$ cat src/rtl/inst_sram_bridge.sv
// Instruction SRAM responder backed by a single 8-byte fetch line.
// A miss fills the line from a 32-bit external memory in two req/ack beats
// (low word first) and holds stallreq until the line is valid.
//
// state | meaning
// IDLE  | no transfer; buffer valid or empty, waiting for a miss
// RD_LO | external read of the low word of fill_tag's line
// RD_HI | external read of the high word, then line update
module inst_sram_bridge #(
  parameter int ADDR_WD = 32
) (
  input  logic               clk,
  input  logic               rst_n,
  input  logic               flush,
  input  logic               inv,
  input  logic               inst_sram_en,
  input  logic [ADDR_WD-1:0] inst_sram_addr,
  output logic [63:0]        inst_sram_rdata,
  output logic               stallreq,
  output logic               mem_req,
  output logic [ADDR_WD-1:0] mem_addr,
  input  logic               mem_ack,
  input  logic [31:0]        mem_rdata
);

  localparam int TAG_WD = ADDR_WD - 3;

  typedef enum logic [1:0] {
    IDLE  = 2'd0,
    RD_LO = 2'd1,
    RD_HI = 2'd2
  } state_t;

  state_t              state;
  state_t              state_nxt;

  logic                req_v_r;
  logic [TAG_WD-1:0]   req_tag_r;
  logic                buf_v;
  logic [TAG_WD-1:0]   buf_tag;
  logic [63:0]         buf_data;
  logic [TAG_WD-1:0]   fill_tag;
  logic [31:0]         lo;
  logic                drop;
  logic                hit;
  logic                start_fill;

  // Byte offset within the line never selects anything here; IF2 uses pc[2].
  logic unused_addr_lsb;
  assign unused_addr_lsb = &{1'b0, inst_sram_addr[2:0]};

  assign hit             = buf_v & (buf_tag == req_tag_r);
  assign stallreq        = req_v_r & ~hit;
  assign inst_sram_rdata = buf_data;
  assign start_fill      = (state == IDLE) & req_v_r & ~hit & ~flush;

  // Capture the IF1 request; a stalled request is held until it hits.
  always_ff @(posedge clk or negedge rst_n) begin
    if (!rst_n) begin
      req_v_r   <= 1'b0;
      req_tag_r <= '0;
    end else if (flush) begin
      req_v_r   <= 1'b0;
    end else if (!stallreq) begin
      req_v_r   <= inst_sram_en;
      req_tag_r <= inst_sram_addr[ADDR_WD-1:3];
    end
  end

  // FSM state register.
  always_ff @(posedge clk or negedge rst_n) begin
    if (!rst_n) begin
      state <= IDLE;
    end else begin
      state <= state_nxt;
    end
  end

  // FSM next-state: one beat per ack, low word then high word.
  always_comb begin
    state_nxt = state;
    case (state)
      IDLE:    if (start_fill) state_nxt = RD_LO;
      RD_LO:   if (mem_ack)    state_nxt = RD_HI;
      RD_HI:   if (mem_ack)    state_nxt = IDLE;
      default: state_nxt = IDLE;
    endcase
  end

  // FSM outputs: request and address are pure functions of state, so they
  // stay stable until the ack moves the FSM on.
  always_comb begin
    mem_req  = 1'b0;
    mem_addr = '0;
    case (state)
      RD_LO: begin
        mem_req  = 1'b1;
        mem_addr = {fill_tag, 3'b000};
      end
      RD_HI: begin
        mem_req  = 1'b1;
        mem_addr = {fill_tag, 3'b100};
      end
      default: begin
        mem_req  = 1'b0;
        mem_addr = '0;
      end
    endcase
  end

  // Line buffer and fill datapath; an invalidate seen at any point of a fill
  // (including the final ack cycle) keeps the refilled line invalid.
  always_ff @(posedge clk or negedge rst_n) begin
    if (!rst_n) begin
      buf_v    <= 1'b0;
      buf_tag  <= '0;
      buf_data <= '0;
      fill_tag <= '0;
      lo       <= '0;
      drop     <= 1'b0;
    end else begin
      case (state)
        IDLE: begin
          if (start_fill) begin
            fill_tag <= req_tag_r;
            buf_v    <= 1'b0;
            drop     <= 1'b0;
          end else if (inv) begin
            buf_v    <= 1'b0;
          end
        end
        RD_LO: begin
          if (inv)     drop <= 1'b1;
          if (mem_ack) lo   <= mem_rdata;
        end
        RD_HI: begin
          if (mem_ack) begin
            buf_data <= {mem_rdata, lo};
            buf_tag  <= fill_tag;
            buf_v    <= ~(drop | inv);
            drop     <= 1'b0;
          end else if (inv) begin
            drop     <= 1'b1;
          end
        end
        default: begin
          drop <= 1'b0;
        end
      endcase
    end
  end

endmodule

$ cat config.mk
export PLATFORM = sky130hd
export DESIGN_NAME = inst_sram_bridge
export DESIGN_NICKNAME = d
export VERILOG_FILES = /design/src/rtl/inst_sram_bridge.sv
export SDC_FILE = /design/constraint.sdc
export NUM_CORES = 1
export LEC_CHECK = 0
export BUFFER_PORTS_ARGS = -buffer_cell sky130_fd_sc_hd__buf_2
export CAP_MARGIN = 40
export CORE_MARGIN = 2
export CORE_UTILIZATION = 54
export DETAILED_ROUTE_END_ITERATION = 7
export PLACE_DENSITY = 0.82
export SLEW_MARGIN = 20
export SYNTH_ARGS = -nofsm -noshare
export SYNTH_HDL_FRONTEND = slang
export SYNTH_SLANG_ARGS = --single-unit
$ cat constraint.sdc
create_clock -name clk -period 2.55 [get_ports clk]
set_clock_uncertainty 0.15 [all_clocks]
set_input_delay 0.51 -clock clk [delete_from_list [all_inputs] [get_ports clk]]
set_output_delay 0.51 -clock clk [all_outputs]
set_load 0.005 [all_outputs]
==> impl_metrics.ini <==
[yosys]
synth_largest_area_cell = sky130_fd_sc_hd__dfrtp_1
synth_top_family_by_area = multiplexers
yosys.cell_types.count = 32
synth_top_area_share_pct = 61.4
yosysWarnings = 0
synth_simple_gate_area_share_pct = 4.26
netlist_instances = 496
yosys_register_bits = 188
synth_xor_area_share_pct = 3.31
synthesis.area_sq_um = 7670
synth.top_cells.by_area = sky130_fd_sc_hd__dfrtp_1, sky130_fd_sc_hd__mux2_2, sky130_fd_sc_hd__xnor2_1, sky130_fd_sc_hd__and2_1, sky130_fd_sc_hd__mux2_4
yosys.area_share.adder_pct = 0.653
yosysSeqAreaShare_pct = 61.4
synth.mux.area_fraction_pct = 27.5
mean_area_per_synthesized_cell_sq_um = 15.5
synth-compound-area-share_pct = 0.849

[drt]
topRoutingLayerUsed = met4
totalWireLength_mm = 16.1
post_drt_via_cell_ratio = 5.32
wl_per_instance_um = 18.6
postRouteAntennaNets = 0
detailedRoute.firstPassIterationCount = 4
drt-initial-drc-count = 187
wl_met1_mm = 6.71
wl_met3_um = 582
wl_met2_mm = 8.35
drt_drc_violations_left = 0
routed-via-count = 4621

[sta]
timing.final.setup_violations = 26
timing.slew.headroom_pct = 60.3
rsz_0062_raised_after_global_routing = true
worstMarginPinSlew_ns = 0.596
report.final.slew_viol_count = 0
max_freq_ghz = 0.386
final_period_utilization_pct = 102
setup_slack_ns = -0.0438
final.min_clock_period_ns = 2.59
timing_hold_violations_final = 0

[power]
cell_internal_pwr_mw = 8.45
pnr_total_power_mw = 12.0
power.share.clock_pct = 22.3
ir_worst_vdd_mv = 0.675
power_frac_comb_pct = 34.9
seq_power_share_pct = 42.8
net_switching_share_of_the_total_power_pct = 29.4
p_leak_nw = 4.62
switching_power_mw = 3.53
powerDensity_nw_per_um2 = 1220

[worst_setup_path]
reg2regPathDepth = 8
setup.worst_path.class = flip-flop to output port
worst-endpoint-arrival_ns = 1.93
crit_path_max_fanout = 8
worst_setup_path_end_kind = output port
startpoint_type = flip-flop
timing.critical_path.required_ns = 1.89

[finish]
area.sequential_sq_um = 4710
n_antenna_cell = 0
post-route-cell-area_sq_um = 9820
post_route_cells_drive_above_1_share_pct = 64.3
most_frequent_standard_cell_in_the_layout_excluding_fill_and_tap_cells = sky130_fd_sc_hd__dfrtp_1
most_used_cells_in_the_layout_excluding_fill_and_tap_cells = sky130_fd_sc_hd__dfrtp_1, sky130_fd_sc_hd__mux2_2, sky130_fd_sc_hd__buf_2
layout.cells.non_filler = 869
nNetsFinal = 750
multi_input_combinational_cell_area_sq_um = 2990
area_growth_pct = 28.1
fillCellCount = 937

[placed_design]
last_weighted_congestion_value_of_the_routability_driven_placer = 0.800
place.port_buffers = 162
dpl.hpwl_mm = 10.8
place_area_sq_um = 8770
placedCellCount = 828

[run_status]
outcome = finished, violations left
violations = negative setup slack

[clock_network]
tritoncts = done
insertion_delay_ns = 0.42
numCtsBuffers = 17
h-tree-depth = 4
cts.reportedPaths.clkPinSlew_ns = 0.07
clockBufferDepth = 2
clock_sinks = 188
cts_root_buffer = sky130_fd_sc_hd__clkbuf_16

[flow_run]
max_cap_violations = 0

[floorplanning]
die_width_um = 123
dieArea_sq_um = 15200
placeableCoreArea_sq_um = 13900
rows = 43
starting_utilization_of_the_core_area_pct = 55.2
ioPinCount = 168
dieHeight_um = 123

[global_routing]
grt.total_usage_pct = 21.3
grt_pass1_vias = 4967
grt_first_pass_wirelength_mm = 24.5
grt.overflow.total = 0
grt_start_max_net_pins = 63
number_of_antenna_violations_at_the_first_check_in_global_routing = 0

[worst_hold_path]
hold_path_cells = 2
min_path_type = primary input to flip-flop
-- worst max-delay path, cell delays in order (launching register included) --
cell                        delay, ns
sky130_fd_sc_hd__dfrtp_1         0.41
sky130_fd_sc_hd__inv_2           0.10
sky130_fd_sc_hd__ha_4            0.17
sky130_fd_sc_hd__nor2_1          0.26
sky130_fd_sc_hd__nor2b_4         0.13
sky130_fd_sc_hd__clkbuf_16       0.19
sky130_fd_sc_hd__and2_1          0.15
sky130_fd_sc_hd__buf_2           0.12
-- repair_timing --
| item | 4_1_cts | 5_1_grt |
|---|---|---|
| pin swaps | 3 | 26 |
| cloned | 0 | 2 |
| endpoints found under the hold margin | 59 | 0 |
| gates resized for setup | 6 | 73 |
| hold buffers | 1 | 0 |
| buffers inserted | 0 | 6 |
| endpoints found under the setup margin | 25 | 30 |
-- cells by family (layout without fill, tap and decap cells) --
logic type | Yosys count | in the layout
adders and majority gates | 4 | 4
other | 1 | 2
AOI/OAI and AO/OA | 9 | 9
xor gates and xnor gates | 29 | 29
DFF | 188 | 188
buffers and inverters | 28 | 220
and+or+nand+nor | 53 | 53
muxes | 184 | 184
-- layout make-up --
cell class	count	share of cell area (%)
clock buffers	21	4.79
clock inverters	11	1.38
inverters	3	0.140
multi-input cells	281	30.5
flip-flops and latches	188	47.9
well taps	180	2.29
repair buffers	185	13.0
-- cells in the mapped netlist, drive strengths merged --
master,n
dfrtp,188
mux2,184
and2,29
xnor2,29
buf,14
clkbuf,11
nand4,7
nand2,5
nor2,5
ha,4
inv,3
a21boi,2
a21oi,2
nor4,2
a2111oi,1
a211o,1
and3,1
conb,1
nand2b,1
nand4b,1
nor2b,1
o21ai,1
o21bai,1
o2bb2a,1
or3b,1
-- state kept, by name (all words and copies together) (netlist names) --
signal           cells
fill_tag            29
buf_v                1
req_tag_r           29
lo                  32
drop                 1
req_v_r              1
inst_sram_rdata     64
buf_tag             29
state                2
-- per-stage QoR --
step | utilization [%] | hold WS [ns] | TNS [ns] | setup WS [ns]
finish | 70.7 | 0.166 | -0.527 | -0.0438
global route | 70.7 | 0.151 | -3.35 | -0.147
CTS | 67.9 | 0.150 | -0.0564 | -0.0220
detailed placement | 63.2 | 0.338 | 0 | 0.143
global placement | 63.2 | 0.324 | 0 | 0.201
floorplan | - | 0.0644 | 0 | 0.475
-- final timing paths --
check                                           startpoint                               to  slack, ns
setup / recovery                      state[1]$_DFFE_PN0P_                     mem_addr[20]      -0.04
hold / removal                                       flush              req_v_r$_DFFE_PN0P_       0.17
setup reg to reg                 req_tag_r[19]$_DFFE_PN0P_        req_tag_r[21]$_DFFE_PN0P_       0.07
hold reg to reg            inst_sram_rdata[42]$_DFFE_PN0P_  inst_sram_rdata[42]$_DFFE_PN0P_       0.35
max in group asynchronous                            rst_n             state[0]$_DFFE_PN0P_       1.10
min in group asynchronous                            rst_n          fill_tag[3]$_DFFE_PN0P_       0.48
-- routing by layer --
layer  global-route usage (%)  vias up
li1                         -     2081
met1                     26.3     2397
met2                     36.0      110
met3                     4.57       33
met4                     9.52        0
met5                        0        -
-- power by group through the flow --
| stage | registers [mW] | clock network [mW] | logic (mW) |
|---|---|---|---|
| 6_report | 5.13 | 2.67 | 4.18 |
| 5_1_grt | 5.29 | 2.86 | 4.52 |
| 4_1_cts | 5.09 | 2.72 | 3.57 |
| 3_5_place_dp | 5.13 | 0 | 3.52 |
| 3_3_place_gp | 4.99 | 0 | 3.38 |
| 2_1_floorplan | 4.98 | 0 | 2.15 |
No activity file was read; power rests on OpenSTA's default activity.
